--- src/rtl/pifo_vq_scheduler.sv ---
// Round-robin front end sharing one multi-lane PIFO among requesters.
// Tracks per-tree occupancy, spaces lane ops and returns tagged responses.
module pifo_vq_scheduler #(
  parameter int NREQ    = 4,
  parameter int NTREE   = 4,
  parameter int PTW     = 8,
  parameter int CAP     = 16,
  parameter int OP_GAP  = 2,
  parameter int POP_LAT = 2,
  parameter int TIDW    = $clog2(NTREE),
  parameter int CNTW    = $clog2(CAP+1)
) (
  input  logic            i_clk,
  input  logic            i_arst_n,
  input  logic [NREQ-1:0] i_req_valid,
  output logic [NREQ-1:0] o_req_ready,
  input  logic [NREQ-1:0] i_req_op,
  input  logic [TIDW-1:0] i_req_tree [0:NREQ-1],
  input  logic [PTW-1:0]  i_req_data [0:NREQ-1],
  output logic [NREQ-1:0] o_rsp_valid,
  output logic [NREQ-1:0] o_rsp_err,
  output logic [PTW-1:0]  o_rsp_data [0:NREQ-1],
  output logic [NTREE-1:0] o_push,
  output logic [NTREE-1:0] o_pop,
  output logic [PTW-1:0]  o_push_data [0:NTREE-1],
  output logic [TIDW-1:0] o_tree_id [0:NTREE-1],
  input  logic [PTW-1:0]  i_pop_data [0:NTREE-1],
  output logic [CNTW-1:0] o_occ [0:NTREE-1]
);

  localparam int RIDW = (NREQ > 1) ? $clog2(NREQ) : 1;
  localparam int GW   = (OP_GAP > 1) ? $clog2(OP_GAP) : 1;

  logic [NREQ-1:0] busy;
  logic [NREQ-1:0] granted;
  logic [NREQ-1:0] cmd_op;
  logic [TIDW-1:0] cmd_tree [NREQ];
  logic [PTW-1:0]  cmd_data [NREQ];

  logic [CNTW-1:0] occ  [NTREE];
  logic [GW-1:0]   gap  [NTREE];
  logic [RIDW-1:0] ptr  [NTREE];
  logic [POP_LAT:0] pv  [NTREE];
  logic [RIDW-1:0] pid  [NTREE][POP_LAT+1];

  logic [NTREE-1:0] gv;
  logic [NTREE-1:0] gop;
  logic [NTREE-1:0] gok;
  logic [RIDW-1:0]  gr [NTREE];

  logic [NREQ-1:0] won;
  logic [NREQ-1:0] rv_n;
  logic [NREQ-1:0] re_n;
  logic [PTW-1:0]  rd_n [NREQ];

  assign o_req_ready = ~busy;

  // Constant lane ids and occupancy view
  always_comb begin
    for (int t = 0; t < NTREE; t++) begin
      o_tree_id[t] = TIDW'(t);
      o_occ[t]     = occ[t];
    end
  end

  // Per-lane round-robin pick, starting from the pointer
  always_comb begin
    int idx;
    idx = 0;
    for (int t = 0; t < NTREE; t++) begin
      gv[t] = 1'b0;
      gr[t] = '0;
      if (gap[t] == '0) begin
        for (int o = 0; o < NREQ; o++) begin
          idx = (int'(ptr[t]) + o) % NREQ;
          if (!gv[t] && busy[idx] && !granted[idx] &&
              cmd_tree[idx] == TIDW'(t)) begin
            gv[t] = 1'b1;
            gr[t] = RIDW'(idx);
          end
        end
      end
      gop[t] = cmd_op[gr[t]];
      gok[t] = gop[t] ? (occ[t] != '0)
                      : (occ[t] < CNTW'(CAP));
    end
  end

  // Next-cycle responses: push/error at grant, pop at pipe exit
  always_comb begin
    won  = '0;
    rv_n = '0;
    re_n = '0;
    for (int r = 0; r < NREQ; r++) rd_n[r] = '0;
    for (int t = 0; t < NTREE; t++) begin
      if (gv[t]) begin
        won[gr[t]] = 1'b1;
        if (!gop[t] || !gok[t]) begin
          rv_n[gr[t]] = 1'b1;
          re_n[gr[t]] = ~gok[t];
        end
      end
      if (pv[t][POP_LAT]) begin
        rv_n[pid[t][POP_LAT]] = 1'b1;
        rd_n[pid[t][POP_LAT]] = i_pop_data[t];
      end
    end
  end

  // Requester command registers and busy/granted tracking
  always_ff @(posedge i_clk or negedge i_arst_n) begin
    if (!i_arst_n) begin
      busy    <= '0;
      granted <= '0;
      cmd_op  <= '0;
      for (int r = 0; r < NREQ; r++) begin
        cmd_tree[r] <= '0;
        cmd_data[r] <= '0;
      end
    end else begin
      for (int r = 0; r < NREQ; r++) begin
        if (o_rsp_valid[r]) begin
          busy[r]    <= 1'b0;
          granted[r] <= 1'b0;
        end else begin
          if (i_req_valid[r] && !busy[r]) begin
            busy[r]     <= 1'b1;
            cmd_op[r]   <= i_req_op[r];
            cmd_tree[r] <= i_req_tree[r];
            cmd_data[r] <= i_req_data[r];
          end
          if (won[r]) granted[r] <= 1'b1;
        end
      end
    end
  end

  // Registered response outputs
  always_ff @(posedge i_clk or negedge i_arst_n) begin
    if (!i_arst_n) begin
      o_rsp_valid <= '0;
      o_rsp_err   <= '0;
      for (int r = 0; r < NREQ; r++) o_rsp_data[r] <= '0;
    end else begin
      o_rsp_valid <= rv_n;
      o_rsp_err   <= re_n;
      for (int r = 0; r < NREQ; r++) o_rsp_data[r] <= rd_n[r];
    end
  end

  // Lane strobes, occupancy, spacing, pointers and pop pipes
  always_ff @(posedge i_clk or negedge i_arst_n) begin
    if (!i_arst_n) begin
      o_push <= '0;
      o_pop  <= '0;
      for (int t = 0; t < NTREE; t++) begin
        o_push_data[t] <= '0;
        occ[t] <= '0;
        gap[t] <= '0;
        ptr[t] <= '0;
        pv[t]  <= '0;
        for (int s = 0; s <= POP_LAT; s++) pid[t][s] <= '0;
      end
    end else begin
      for (int t = 0; t < NTREE; t++) begin
        o_push[t] <= gv[t] & ~gop[t] & gok[t];
        o_pop[t]  <= gv[t] & gop[t] & gok[t];
        o_push_data[t] <= (gv[t] && !gop[t] && gok[t])
                          ? cmd_data[gr[t]] : '0;
        if (gv[t] && gok[t]) begin
          gap[t] <= GW'(OP_GAP - 1);
          if (gop[t]) occ[t] <= occ[t] - 1'b1;
          else        occ[t] <= occ[t] + 1'b1;
        end else if (gap[t] != '0) begin
          gap[t] <= gap[t] - 1'b1;
        end
        if (gv[t]) ptr[t] <= RIDW'((int'(gr[t]) + 1) % NREQ);
        pv[t] <= {pv[t][POP_LAT-1:0], gv[t] & gop[t] & gok[t]};
        pid[t][0] <= gr[t];
        for (int s = 1; s <= POP_LAT; s++) pid[t][s] <= pid[t][s-1];
      end
    end
  end

endmodule

--- config.mk ---
export PLATFORM = sky130hd
export DESIGN_NAME = pifo_vq_scheduler
export DESIGN_NICKNAME = d
export VERILOG_FILES = /design/src/rtl/pifo_vq_scheduler.sv
export SDC_FILE = /design/constraint.sdc
export NUM_CORES = 1
export LEC_CHECK = 0
export BUFFER_PORTS_ARGS = -buffer_cell sky130_fd_sc_hd__clkbuf_2
export CORE_MARGIN = 2
export CORE_UTILIZATION = 60
export CTS_CLUSTER_SIZE = 10
export DETAILED_ROUTE_END_ITERATION = 8
export HOLD_SLACK_MARGIN = 0.05
export PLACE_DENSITY = 0.95
export SYNTH_ARGS = -nofsm -noshare
export SYNTH_HDL_FRONTEND = slang
export SYNTH_SLANG_ARGS = --single-unit
--- constraint.sdc ---
create_clock -name i_clk -period 5.9 [get_ports i_clk]
set_input_delay 1.77 -clock i_clk [delete_from_list [all_inputs] [get_ports i_clk]]
set_output_delay 1.77 -clock i_clk [all_outputs]
set_load 0.01 [all_outputs]
==> Flow_metrics.wiki, run 1 <==
{| class="wikitable"
! Metric !! Value
|-
| Run status || completed
|-
| Category of the worst setup path capture point || flop
|-
| Number of flops mapped to enable cells by yosys || 0
|-
| Hold Path Class || reg2reg
|-
| # rows || 47
|-
| Post-detailed-placement half-perimeter wirelength || 19800 µm
|-
| Top cells by area, synth || sky130_fd_sc_hd__dfrtp_1 (49%), sky130_fd_sc_hd__mux2_2 (5.8%), sky130_fd_sc_hd__nand2_1 (5.6%), sky130_fd_sc_hd__mux4_2 (3.8%), sky130_fd_sc_hd__ha_1 (3.5%)
|-
| DIE AREA || 17800 µm²
|-
| Yosys top cell by area || sky130_fd_sc_hd__dfrtp_1
|-
| CP Max Fanout || 13
|-
| # setup viols final || 0
|-
| Deepest clock path buffer count || 2
|-
| Number of antenna violations at the first check in global routing || 0
|-
| Reg2reg setup slack || 1.37 ns
|-
| Final layout net count || 1256
|-
| Largest family of logic cells by synthesized area || simple AND/OR/NAND/NOR gates
|-
| Area share of xor/xnor cells in the synthesized design || 0.0122
|-
| Number of pins with negative max-slew slack in the final report || 0
|-
| Total Routing Usage GR || 0.327
|-
| Iteration count of the initial detailed-routing pass || 7
|-
| Clock-pin slew reported for the worst setup and hold paths after clock tree synthesis || 0.08 ns
|-
| Source-to-sink clock delay at the later pin of the worst-skew pair || 0.45 ns
|-
| Highest achievable clock rate || 0.221 GHz
|-
| Critical Setup Path Class || reg2reg
|-
| Top-area cell type share of the netlist area || 0.489
|-
| Most prevalent standard cell on the critical path || sky130_fd_sc_hd__nor2_1
|-
| Effective utilization at floorplan || 0.609
|-
| Top-level I/O count || 194
|-
| Final wirelength || 28300 µm
|-
| Number of instances in the synthesized netlist || 969
|-
| Global-route wire length before repair || 45200 µm
|-
| Leakage power of the design || 5.79 nW
|-
| Max-slew headroom at the worst pin || 0.123
|-
| Gr ovfl total || 0
|-
| Number of buffers added for setup after CTS || 0
|-
| Warnings, synthesis || 0
|-
| Area fraction in and, or, nand and nor cells after synthesis || 0.173
|-
| Share of cells above drive strength 1 || 0.275
|-
| Detail-routed net length per standard cell || 20.6 µm
|-
| Number of clock sinks || 196
|-
| Yosys reg bits || 196
|-
| Number of vias per cell || 6.52
|-
| Max-capacitance violation count || 0
|-
| Post-route setup TNS || 0 ns
|-
| CP Data Required Time || 6.28 ns
|-
| Final Hold Violating Endpoints || 0
|-
| Crit path max-delay family || simple AND/OR/NAND/NOR gates
|-
| Syn Std Cell Area || 10000 µm²
|-
| Post_cts resized || 0
|-
| Worst-case hold slack || 0.351 ns
|-
| Die boundary height || 133 µm
|-
| Worst IR drop on VDD || 0.407 mV
|-
| Area Overhead vs Synth || 17.2%
|-
| Std-Cell Core Area || 16500 µm²
|-
| Number of design rule violations left after detail routing || 0
|-
| Unrepaired setup endpoints after global routing || no
|-
| Hold-fix buffers, CTS || 0
|-
| Buffers & Inverters on Critical Path || 2
|-
| Adder-Cell Fraction of Synth Area || 0.0429
|-
| Via total after detailed routing || 8957
|-
| Clock tree from TritonCTS || done
|-
| Max incr delay on CP || 0.61 ns
|-
| Slew of the pin with the lowest slew margin || 1.28 ns
|-
| Predominant post-synthesis flop cell || sky130_fd_sc_hd__dfrtp_1
|-
| Mux cell area share after synthesis || 0.112
|-
| Routability Congestion || 0.918
|-
| Critical path startpoint category || flop
|-
| Pin count of the biggest net entering global routing || 107
|-
| Input/output buffers || 185
|-
| H-tree levels || 4
|-
| Starting DRC count in detailed routing || 1044
|-
| Highest-delay cell along the critical path || sky130_fd_sc_hd__nor4bb_1
|-
| Fraction of registers with async set/reset || 1.00
|-
| Post-synth cell types || 69
|-
| Vias in the first global route || 8600
|-
| Tmin final || 4.53 ns
|-
| Area fraction in compound gates after synthesis || 0.133
|-
| Worst EP arrival || 4.91 ns
|-
| CTS Buf Count || 17
|-
| Avg Synthesized Cell Area || 10.3 µm²
|-
| Clock Skew || 0.0117 ns
|-
| Antenna Violating Nets Remaining || 0
|-
| Die boundary width || 133 µm
|-
| Total power per unit cell area || 648 nW/µm²
|-
| Clock root buffer master || sky130_fd_sc_hd__clkbuf_16
|-
| Fraction of the yosys area taken by sequential cells || 0.489
|-
| Antenna diode count || 0
|-
| Ordered list of cells on the worst path || nor4bb_1 -> nor2_1 -> nor2_1 -> nand3_1 -> inv_1 -> mux2i_1 -> inv_1 -> fa_1 -> a21o_1 -> a21oi_1 -> nand2_1 -> nor2_1 -> nand2_1 -> nand3_1
|-
| Share of the clock period used by the worst path || 0.768
|}
==> flip-flops by register name, summed over array words and instances (netlist names), 8 cells and up <==
register / cells
pv: 12
cmd_tree: 8
o_push_data: 32
o_occ: 20
pid: 24
o_rsp_data: 32
ptr: 8
cmd_data: 32
==> layer usage <==
metal  wire length [µm]  track usage
met3               3270       0.0788
met2              13400        0.520
met4               1360        0.158
met5                  0            0
met1              10300        0.427
==> worst paths after layout <==
kind | cells after the start | startpoint | end
worst min-delay path | 0 | pid[14]$_DFF_PN0_ | pid[12]$_DFF_PN0_
worst min register to register | 0 | pid[14]$_DFF_PN0_ | pid[12]$_DFF_PN0_
worst max register to register | 14 | busy[3]$_DFFE_PN0P_ | o_occ[9]$_DFFE_PN0P_
worst max-delay path | 14 | busy[3]$_DFFE_PN0P_ | o_occ[9]$_DFFE_PN0P_
max in group asynchronous | 2 | i_arst_n | cmd_tree[2]$_DFFE_PN0P_
min in group asynchronous | 1 | i_arst_n | o_rsp_data[28]$_DFF_PN0_
==> cell type report <==
cell class | count | area, µm²
Tap cell | 220 | 275
Clock buffer | 18 | 439
Timing Repair Buffer | 201 | 1070
Fill cell | 1077 | 4720
Inverter | 31 | 116
Sequential cell | 196 | 4900
Multi-Input combinational cell | 695 | 4800
Clock inverter | 13 | 138
==> cell usage in the layout (no fill, tap or decap), types with 5 or more instances in the layout <==
cell                          n
sky130_fd_sc_hd__mux4_2      17
sky130_fd_sc_hd__nor2b_1      5
sky130_fd_sc_hd__conb_1       8
sky130_fd_sc_hd__a21o_1       8
sky130_fd_sc_hd__xnor2_1      9
sky130_fd_sc_hd__o22ai_1      5
sky130_fd_sc_hd__nand2_1    150
sky130_fd_sc_hd__a22oi_1     25
sky130_fd_sc_hd__a21oi_1     65
sky130_fd_sc_hd__a41oi_1      6
sky130_fd_sc_hd__xor2_1       5
sky130_fd_sc_hd__nand2b_1     5
sky130_fd_sc_hd__a311oi_1    16
sky130_fd_sc_hd__mux2_2      52
sky130_fd_sc_hd__a31oi_1      7
sky130_fd_sc_hd__nor2_1      77
sky130_fd_sc_hd__or3_1        5
sky130_fd_sc_hd__nand3_1     10
sky130_fd_sc_hd__dfrtp_1    196
sky130_fd_sc_hd__inv_1       28
sky130_fd_sc_hd__nor3b_1      8
sky130_fd_sc_hd__o21ai_0     39
sky130_fd_sc_hd__nor4bb_1     6
sky130_fd_sc_hd__clkbuf_2   184
sky130_fd_sc_hd__and3_1      37
sky130_fd_sc_hd__nor3_1       5
sky130_fd_sc_hd__ha_1        28
sky130_fd_sc_hd__mux2i_1     11
sky130_fd_sc_hd__or4_1        6
sky130_fd_sc_hd__clkbuf_16   17
sky130_fd_sc_hd__buf_4       15
sky130_fd_sc_hd__o221ai_1     8
==> per-stage QoR <==
stage | util | setup WS, ns | power, mW | std cells | area (µm²)
6_report | 0.713 | 1.37 | 7.61 | 1374 | 11700
2_1_floorplan | - | 2.23 | 5.03 | 975 | 10000
4_1_cts | 0.713 | 1.49 | 7.51 | 1374 | 11700
3_3_place_gp | 0.678 | 1.69 | 6.07 | 1343 | 11200
5_1_grt | 0.713 | 1.10 | 8.05 | 1374 | 11700
3_5_place_dp | 0.678 | 1.53 | 6.30 | 1343 | 11200
==> power breakdown <==
group / leakage (nW) / switching [mW] / internal [mW]
registers: 2.53 / 0.581 / 1.85
clock network: 0.281 / 0.571 / 0.573
logic: 2.98 / 2.31 / 1.73
==> cell families (layout without fill, tap and decap cells) <==
logic type	after synthesis	after routing
buffers and inverters	84	263
adder cells (fa/ha/maj)	32	32
other	2	8
XOR/XNOR	14	14
flip-flops	196	196
AO/OA/AOI/OAI	206	206
multiplexers	83	83
AND/OR/NAND/NOR	352	352
==> worst reg2reg max path: stages, from the launching register on <==
cell and delay, ns:
sky130_fd_sc_hd__dfrtp_1 0.47, sky130_fd_sc_hd__nor4bb_1 0.61, sky130_fd_sc_hd__nor2_1 0.16, sky130_fd_sc_hd__nor2_1 0.13
sky130_fd_sc_hd__nand3_1 0.50, sky130_fd_sc_hd__inv_1 0.60, sky130_fd_sc_hd__mux2i_1 0.59, sky130_fd_sc_hd__inv_1 0.21
sky130_fd_sc_hd__fa_1 0.44, sky130_fd_sc_hd__a21o_1 0.18, sky130_fd_sc_hd__a21oi_1 0.20, sky130_fd_sc_hd__nand2_1 0.09
sky130_fd_sc_hd__nor2_1 0.10, sky130_fd_sc_hd__nand2_1 0.06, sky130_fd_sc_hd__nand3_1 0.13
==> synthesized netlist by cell type (all sizes together) (11+ instances only) <==
cell	number
a21oi	65
a22oi	25
a311oi	18
and3	37
buf	18
clkbuf	35
dfrtp	196
ha	28
inv	29
mux2	55
mux2i	11
mux4	17
nand2	150
nor2	78
nor3b	11
o21ai	41
Power figures use the tool's default switching activity.
==> run 2, diff against run 1 <==
--- a/config.mk
+++ b/config.mk
@@ -7,11 +7,11 @@
 export LEC_CHECK = 0
 export BUFFER_PORTS_ARGS = -buffer_cell sky130_fd_sc_hd__clkbuf_2
 export CORE_MARGIN = 2
-export CORE_UTILIZATION = 60
+export CORE_UTILIZATION = 56
 export CTS_CLUSTER_SIZE = 10
 export DETAILED_ROUTE_END_ITERATION = 8
 export HOLD_SLACK_MARGIN = 0.05
-export PLACE_DENSITY = 0.95
+export PLACE_DENSITY = 0.91
 export SYNTH_ARGS = -nofsm -noshare
 export SYNTH_HDL_FRONTEND = slang
 export SYNTH_SLANG_ARGS = --single-unit
==> constraint.sdc (replaced) <==
create_clock -name i_clk -period 4.56 [get_ports i_clk]
set_input_delay 1.368 -clock i_clk [delete_from_list [all_inputs] [get_ports i_clk]]
set_output_delay 1.368 -clock i_clk [all_outputs]
set_load 0.01 [all_outputs]
==> run 2 against run 1 <==
Setup slack got worse by 1.1 ns. Combinational power increased by 30%. Global-route usage decreased by 2.8 points. Via count decreased by 1.4%. Clock-buffer cell count increased by 1. Clock power increased by 45%. Hold slack got worse by 0.0068 ns. Final area increased by 1.0%. Fmax increased by 5.2%. Largest cell class unchanged. Flip-flop and latch count unchanged.
==> Flow_metrics.wiki, run 2 (synthesis gave the netlist of run 1 again) <==
{| class="wikitable"
! Metric !! Value
|-
| Run status || completed (unchanged)
|-
| Die boundary width || 138 µm (was 133 µm)
|-
| Detail-routed net length per standard cell || 20.1 µm (was 20.6 µm)
|-
| Design area || 11900 µm² (was 11700 µm²)
|-
| Total Routing Usage GR || 0.300 (was 0.327)
|-
| Tmin final || 4.31 ns (was 4.53 ns)
|-
| Registers with the most flip-flops || cmd_data x32, o_push_data x32, o_rsp_data x32 (unchanged)
|-
| Clock Skew || 0.0129 ns (was 0.0117 ns)
|-
| Number of vias per cell || 6.37 (was 6.52)
|-
| H-tree levels || 4 (unchanged)
|-
| Post-route setup TNS || 0 ns (unchanged)
|-
| Most common library cell in the layout ignoring fill and taps || sky130_fd_sc_hd__dfrtp_1 (unchanged)
|-
| Number of clock sinks || 196 (unchanged)
|-
| Area after DPL || 11200 µm² (about the same)
|-
| CP Max Fanout || 18 (was 13)
|-
| Share of cells above drive strength 1 || 0.280 (was 0.275)
|-
| Clock-pin slew reported for the worst setup and hold paths after clock tree synthesis || 0.08 ns (about the same)
|-
| Worst Hold Launch || pid[14]$_DFF_PN0_ (unchanged)
|-
| Vias in the first global route || 8292 (was 8600)
|-
| Pin count of the biggest net entering global routing || 101 (was 107)
|-
| Critical Setup Path Class || reg2reg (unchanged)
|-
| Final layout net count || 1262 (was 1256)
|-
| Iteration count of the initial detailed-routing pass || 9 (was 7)
|-
| Gr ovfl total || 0 (unchanged)
|-
| Post-detailed-placement half-perimeter wirelength || 19500 µm (was 19800 µm)
|-
| Share of the clock period used by the worst path || 0.945 (was 0.768)
|-
| Via total after detailed routing || 8836 (was 8957)
|-
| Category of the worst setup path capture point || flop (unchanged)
|-
| Most used cells in the layout excluding fill and tap cells || sky130_fd_sc_hd__dfrtp_1 (196), sky130_fd_sc_hd__clkbuf_2 (184), sky130_fd_sc_hd__nand2_1 (150), sky130_fd_sc_hd__nor2_1 (77), sky130_fd_sc_hd__a21oi_1 (65) (unchanged)
|-
| Unrepaired setup endpoints after global routing || no (unchanged)
|-
| Routability Congestion || 0.956 (was 0.918)
|-
| Hold Path Class || reg2reg (unchanged)
|-
| Critical R2R Launch || cmd_tree[7]$_DFFE_PN0P_ (was busy[3]$_DFFE_PN0P_)
|-
| Worst setup slack after layout || 0.252 ns (was 1.37 ns)
|-
| Global-route wire length before repair || 43300 µm (was 45200 µm)
|-
| Source-to-sink clock delay at the later pin of the worst-skew pair || 0.44 ns (was 0.45 ns)
|-
| Fill cell instance count of the final layout || 1211 (was 1077)
|-
| # setup viols final || 0 (unchanged)
|-
| Final Hold Violating Endpoints || 0 (unchanged)
|-
| Worst EP arrival || 4.69 ns (was 4.91 ns)
|-
| DIE AREA || 19000 µm² (was 17800 µm²)
|-
| Critical path startpoint category || flop (unchanged)
|-
| Post_cts resized || 0 (unchanged)
|-
| Final wirelength || 27900 µm (was 28300 µm)
|-
| Area Overhead vs Synth || 18.4% (was 17.2%)
|-
| Leakage power of the design || 5.85 nW (was 5.79 nW)
|-
| Slew of the pin with the lowest slew margin || 1.03 ns (was 1.28 ns)
|-
| Std-Cell Core Area || 17400 µm² (was 16500 µm²)
|-
| Max-capacitance violation count || 0 (unchanged)
|-
| Max-slew headroom at the worst pin || 0.308 (was 0.123)
|-
| Effective utilization at floorplan || 0.576 (was 0.609)
|-
| Deepest clock path buffer count || 2 (unchanged)
|-
| Worst IR drop on VDD || 0.443 mV (was 0.407 mV)
|-
| Top-level I/O count || 194 (unchanged)
|-
| Number of antenna violations at the first check in global routing || 1 (was 0)
|-
| Antenna Violating Nets Remaining || 0 (unchanged)
|-
| Clock root buffer master || sky130_fd_sc_hd__clkbuf_16 (unchanged)
|-
| Crit. Startpoint || cmd_tree[7]$_DFFE_PN0P_ (was busy[3]$_DFFE_PN0P_)
|-
| Total power per unit cell area || 844 nW/µm² (was 648 nW/µm²)
|-
| Number of design rule violations left after detail routing || 0 (unchanged)
|-
| Number of pins with negative max-slew slack in the final report || 0 (unchanged)
|-
| Highest achievable clock rate || 0.232 GHz (was 0.221 GHz)
|-
| Hold-fix buffers, CTS || 0 (unchanged)
|-
| Input/output buffers || 185 (unchanged)
|-
| CP Data Required Time || 4.94 ns (was 6.28 ns)
|-
| Number of buffers added for setup after CTS || 0 (unchanged)
|-
| # rows || 48 (was 47)
|-
| Starting DRC count in detailed routing || 1392 (was 1044)
|-
| Die boundary height || 138 µm (was 133 µm)
|-
| Setup WS pre-CTS || 0.586 ns (was 1.53 ns)
|-
| Clock tree from TritonCTS || done (unchanged)
|-
| CTS Buf Count || 17 (unchanged)
|}
-- run 2: critical path, stage by stage (launching register included) --
cell and delay [ns]:
sky130_fd_sc_hd__dfrtp_1 0.48, sky130_fd_sc_hd__nor4bb_1 0.55, sky130_fd_sc_hd__o21ai_0 0.21, sky130_fd_sc_hd__a221o_1 0.38, sky130_fd_sc_hd__o211ai_1 0.21, sky130_fd_sc_hd__buf_4 0.31, sky130_fd_sc_hd__mux2i_1 0.11, sky130_fd_sc_hd__mux2i_1 0.50
sky130_fd_sc_hd__inv_1 0.24, sky130_fd_sc_hd__fa_1 0.46, sky130_fd_sc_hd__a21o_1 0.18, sky130_fd_sc_hd__a21oi_1 0.21, sky130_fd_sc_hd__nand2_1 0.11, sky130_fd_sc_hd__nor2_1 0.12, sky130_fd_sc_hd__nand2_1 0.06, sky130_fd_sc_hd__nand3_1 0.11
-- run 2: final cells by class --
class,count,area (µm²),area share
flip-flops and latches,196,4900,0.413
multi-input cells,695,4810,0.405
repair buffers,207,1110,0.0937
clock buffers,19,453,0.0382
well taps,225,282,0.0237
clock inverters,13,188,0.0158
inverters,31,116,0.00981
diodes,1,2.50,0.000211
-- run 2: final timing paths --
path	to	slack [ns]	depth (start not counted)
max in group asynchronous	pid[21]$_DFF_PN0_	2.73	2
hold reg to reg	pid[12]$_DFF_PN0_	0.34	0
min in group asynchronous	o_rsp_data[10]$_DFF_PN0_	0.99	1
setup / recovery	o_occ[9]$_DFFE_PN0P_	0.25	15
hold / removal	pid[12]$_DFF_PN0_	0.34	0
setup reg to reg	o_occ[9]$_DFFE_PN0P_	0.25	15
-- run 2: routing by layer --
| metal | GRT usage | routed length [µm] |
|---|---|---|
| met5 | 0 | 0 |
| met4 | 0.121 | 1110 |
| met3 | 0.0773 | 3520 |
| met2 | 0.479 | 13000 |
| met1 | 0.391 | 10300 |
-- run 2: stage by stage --
stage	utilization	cells	total power [mW]	hold slack, ns
after floorplan	-	975	6.51	0.331
after global placement	0.644	1354	7.86	0.332
after detailed placement	0.644	1354	8.15	0.335
after CTS	0.681	1386	9.86	0.345
after global routing	0.681	1386	10.6	0.357
final	0.681	1387	10.0	0.344
-- run 2: report_power, final --
part | switching [mW] | internal [mW] | leakage (nW)
registers | 0.754 | 2.39 | 2.53
clock network | 0.730 | 0.916 | 0.314
logic | 2.95 | 2.27 | 3.01
total | 4.44 | 5.58 | 5.85
==> run 3, diff against run 2 <==
--- a/config.mk
+++ b/config.mk
@@ -6,12 +6,14 @@
 export NUM_CORES = 1
 export LEC_CHECK = 0
 export BUFFER_PORTS_ARGS = -buffer_cell sky130_fd_sc_hd__clkbuf_2
+export CAP_MARGIN = 25
 export CORE_MARGIN = 2
 export CORE_UTILIZATION = 56
 export CTS_CLUSTER_SIZE = 10
 export DETAILED_ROUTE_END_ITERATION = 8
 export HOLD_SLACK_MARGIN = 0.05
 export PLACE_DENSITY = 0.91
+export RECOVER_POWER = 100
 export SYNTH_ARGS = -nofsm -noshare
 export SYNTH_HDL_FRONTEND = slang
 export SYNTH_SLANG_ARGS = --single-unit
==> run 3 against run 2 <==
Clock power barely moved. The run now ends with max-capacitance violations, max-slew violations left. Global-route usage did not move. Hold slack improved by 0.0017 ns. Setup slack got worse by 0.030 ns.
==> Flow_metrics.wiki, run 3 (synthesis gave the netlist of run 1 again) <==
{| class="wikitable"
! Metric !! Value
|-
| Worst setup slack after layout || 0.222 ns (was 0.252 ns)
|-
| Worst EP arrival || 4.72 ns (was 4.69 ns)
|-
| H-tree levels || 4 (unchanged)
|-
| Final wirelength || 28100 µm (was 27900 µm)
|-
| Worst Hold Depth || 0 (unchanged)
|-
| Number of clock sinks || 196 (unchanged)
|-
| Post-route setup TNS || 0 ns (unchanged)
|-
| # rows || 48 (unchanged)
|-
| Critical path startpoint category || flop (unchanged)
|-
| Routability Congestion || 0.956 (unchanged)
|-
| Most common library cell in the layout ignoring fill and taps || sky130_fd_sc_hd__dfrtp_1 (unchanged)
|-
| Deepest clock path buffer count || 2 (unchanged)
|-
| DIE AREA || 19000 µm² (unchanged)
|-
| Clock-pin slew reported for the worst setup and hold paths after clock tree synthesis || 0.08 ns (about the same)
|-
| Worst Hold Launch || pid[14]$_DFF_PN0_ (unchanged)
|-
| Placed Instances || 1354 (unchanged)
|-
| Clock tree from TritonCTS || done (unchanged)
|-
| Number of pins with negative max-slew slack in the final report || 144 (was 0)
|-
| Slew of the pin with the lowest slew margin || 2.48 ns (was 1.03 ns)
|-
| Non-filler cells in the finished layout || 1387 (unchanged)
|-
| Post_cts resized || 0 (unchanged)
|-
| Hold-fix buffers, CTS || 0 (unchanged)
|-
| Max-slew headroom at the worst pin || -0.655 (was 0.308)
|-
| Share of cells above drive strength 1 || 0.166 (was 0.280)
|-
| Tmin final || 4.34 ns (was 4.31 ns)
|-
| Overall power || 9.84 mW (was 10.0 mW)
|-
| Detail-routed net length per standard cell || 20.2 µm (was 20.1 µm)
|-
| Hold Path Class || reg2reg (unchanged)
|-
| Final layout net count || 1262 (unchanged)
|-
| Via total after detailed routing || 8893 (was 8836)
|-
| Max incr delay on CP || 0.58 ns (was 0.55 ns)
|-
| Ordered list of cells on the worst path || nor4bb_1 -> o21ai_0 -> a221o_1 -> o211ai_1 -> buf_4 -> mux2i_1 -> mux2i_1 -> inv_1 -> fa_1 -> a21o_1 -> a21oi_1 -> nand2_1 -> nor2_1 -> nand2_1 -> nand3_1 (unchanged)
|-
| Number of vias per cell || 6.41 (was 6.37)
|-
| Run status || finished, violations left (was completed)
|-
| # setup viols final || 0 (unchanged)
|-
| Vias in the first global route || 8292 (unchanged)
|-
| Area after DPL || 11200 µm² (unchanged)
|-
| Violations in the final reports || max-capacitance violations, max-slew violations
|-
| Std-Cell Core Area || 17400 µm² (unchanged)
|-
| CP Data Required Time || 4.94 ns (about the same)
|-
| Total power per unit cell area || 845 nW/µm² (was 844 nW/µm²)
|-
| Hold Path Sink || pid[12]$_DFF_PN0_ (unchanged)
|-
| Source-to-sink clock delay at the later pin of the worst-skew pair || 0.44 ns (about the same)
|-
| Crit Reg-Reg Endpoint || o_occ[9]$_DFFE_PN0P_ (unchanged)
|-
| Unrepaired setup endpoints after global routing || no (unchanged)
|-
| Category of the worst setup path capture point || flop (unchanged)
|-
| Global-route wire length before repair || 43300 µm (unchanged)
|-
| Total Routing Usage GR || 0.300 (unchanged)
|-
| Reg2reg setup slack || 0.22 ns (was 0.25 ns)
|-
| Effective utilization at floorplan || 0.576 (unchanged)
|-
| Logic depth of the worst register-to-register path || 15 (unchanged)
|-
| Clock Skew || 0.0134 ns (was 0.0129 ns)
|-
| Core occupancy in the finished layout || 0.669 (was 0.681)
|-
| Worst IR drop on VDD || 0.434 mV (was 0.443 mV)
|-
| Leakage power of the design || 5.44 nW (was 5.85 nW)
|-
| Highest achievable clock rate || 0.231 GHz (was 0.232 GHz)
|-
| Area Overhead vs Synth || 16.2% (was 18.4%)
|-
| Worst-case hold slack || 0.345 ns (was 0.344 ns)
|-
| Number of antenna violations at the first check in global routing || 1 (unchanged)
|-
| Number of design rule violations left after detail routing || 0 (unchanged)
|-
| Registers with the most flip-flops || cmd_data x32, o_push_data x32, o_rsp_data x32 (unchanged)
|-
| Iteration count of the initial detailed-routing pass || 7 (was 9)
|-
| Input/output buffers || 185 (unchanged)
|-
| Antenna Violating Nets Remaining || 0 (unchanged)
|-
| Most used cells in the layout excluding fill and tap cells || sky130_fd_sc_hd__dfrtp_1 (196), sky130_fd_sc_hd__nand2_1 (150), sky130_fd_sc_hd__clkbuf_1 (116), sky130_fd_sc_hd__clkbuf_2 (79), sky130_fd_sc_hd__nor2_1 (78) (was sky130_fd_sc_hd__dfrtp_1 (196), sky130_fd_sc_hd__clkbuf_2 (184), sky130_fd_sc_hd__nand2_1 (150), sky130_fd_sc_hd__nor2_1 (77), sky130_fd_sc_hd__a21oi_1 (65))
|-
| Max-capacitance violation count || 4 (was 0)
|-
| Share of the clock period used by the worst path || 0.951 (was 0.945)
|-
| Gr ovfl total || 0 (unchanged)
|-
| Clock root buffer master || sky130_fd_sc_hd__clkbuf_16 (unchanged)
|-
| Highest-delay cell along the critical path || sky130_fd_sc_hd__nor4bb_1 (unchanged)
|-
| Die boundary height || 138 µm (unchanged)
|-
| Critical R2R Launch || cmd_tree[7]$_DFFE_PN0P_ (unchanged)
|-
| Design area || 11600 µm² (was 11900 µm²)
|-
| Die boundary width || 138 µm (unchanged)
|-
| CP Max Fanout || 18 (unchanged)
|-
| Post-detailed-placement half-perimeter wirelength || 19500 µm (unchanged)
|-
| Crit. Startpoint || cmd_tree[7]$_DFFE_PN0P_ (unchanged)
|-
| Starting DRC count in detailed routing || 1359 (was 1392)
|-
| Critical Setup Path Class || reg2reg (unchanged)
|-
| CTS Buf Count || 17 (unchanged)
|-
| Pin count of the biggest net entering global routing || 101 (unchanged)
|-
| Final Hold Violating Endpoints || 0 (unchanged)
|-
| Setup WS pre-CTS || 0.586 ns (unchanged)
|-
| Top-level I/O count || 194 (unchanged)
|-
| Fill cell instance count of the final layout || 1302 (was 1211)
|-
| Number of buffers added for setup after CTS || 0 (unchanged)
|}
## run 3: changes by cell type in the layout (fill, tap and decap cells not counted), moves of 3 or more
cell	change
sky130_fd_sc_hd__mux2_4	-3
sky130_fd_sc_hd__clkbuf_2	-105
sky130_fd_sc_hd__clkbuf_1	+116
sky130_fd_sc_hd__buf_4	-11
sky130_fd_sc_hd__mux2_1	+7
sky130_fd_sc_hd__nor3b_1	+3
sky130_fd_sc_hd__mux2_2	-4
sky130_fd_sc_hd__nor3b_2	-3
## run 3: worst max path at each step
stage / endpoint / slack, ns / cells after the start
2_1_floorplan: o_occ[19]$_DFFE_PN0P_ / 0.89 / 13
3_3_place_gp: o_occ[14]$_DFFE_PN0P_ / 0.78 / 14
3_5_place_dp: o_occ[9]$_DFFE_PN0P_ / 0.59 / 15
4_1_cts: o_occ[9]$_DFFE_PN0P_ / 0.43 / 15
5_1_grt: o_occ[9]$_DFFE_PN0P_ / 0.01 / 15
6_report: o_occ[9]$_DFFE_PN0P_ / 0.22 / 15
## run 3: final cells by class
| class | count | area, µm² | share of cell area |
|---|---|---|---|
| flip-flops and latches | 196 | 4900 | 0.421 |
| multi-input cells | 695 | 4770 | 0.410 |
| repair buffers | 207 | 930 | 0.0798 |
| clock buffers | 19 | 453 | 0.0389 |
| well taps | 225 | 282 | 0.0242 |
| clock inverters | 13 | 188 | 0.0161 |
| inverters | 31 | 116 | 0.00999 |
| diodes | 1 | 2.50 | 0.000215 |
## run 3: worst max-delay path, delay by kind of cell (launching register included)
kind | cells | cell delay, ns
adder cells (fa/ha/maj) | 1 | 0.46
AND/OR/NAND/NOR | 5 | 0.99
multiplexers | 2 | 0.60
buffers and inverters | 2 | 0.55
flip-flops | 1 | 0.47
AO/OA/AOI/OAI | 5 | 1.19
## run 3: per-layer routing
metal / routed length (µm) / part of all wire / GRT usage / vias to the layer above
li1: - / - / - / 3838
met1: 10400 / 0.37 / 0.391 / 4188
met2: 13100 / 0.47 / 0.479 / 737
met3: 3540 / 0.13 / 0.0773 / 130
met4: 1080 / 0.038 / 0.121 / 0
met5: 0 / 0 / 0 / -
## run 3: power by group
group	switching, mW	total, mW	internal, mW
clock network	0.733	1.65	0.916
logic	2.94	5.06	2.12
registers	0.746	3.14	2.39
total	4.42	9.84	5.42
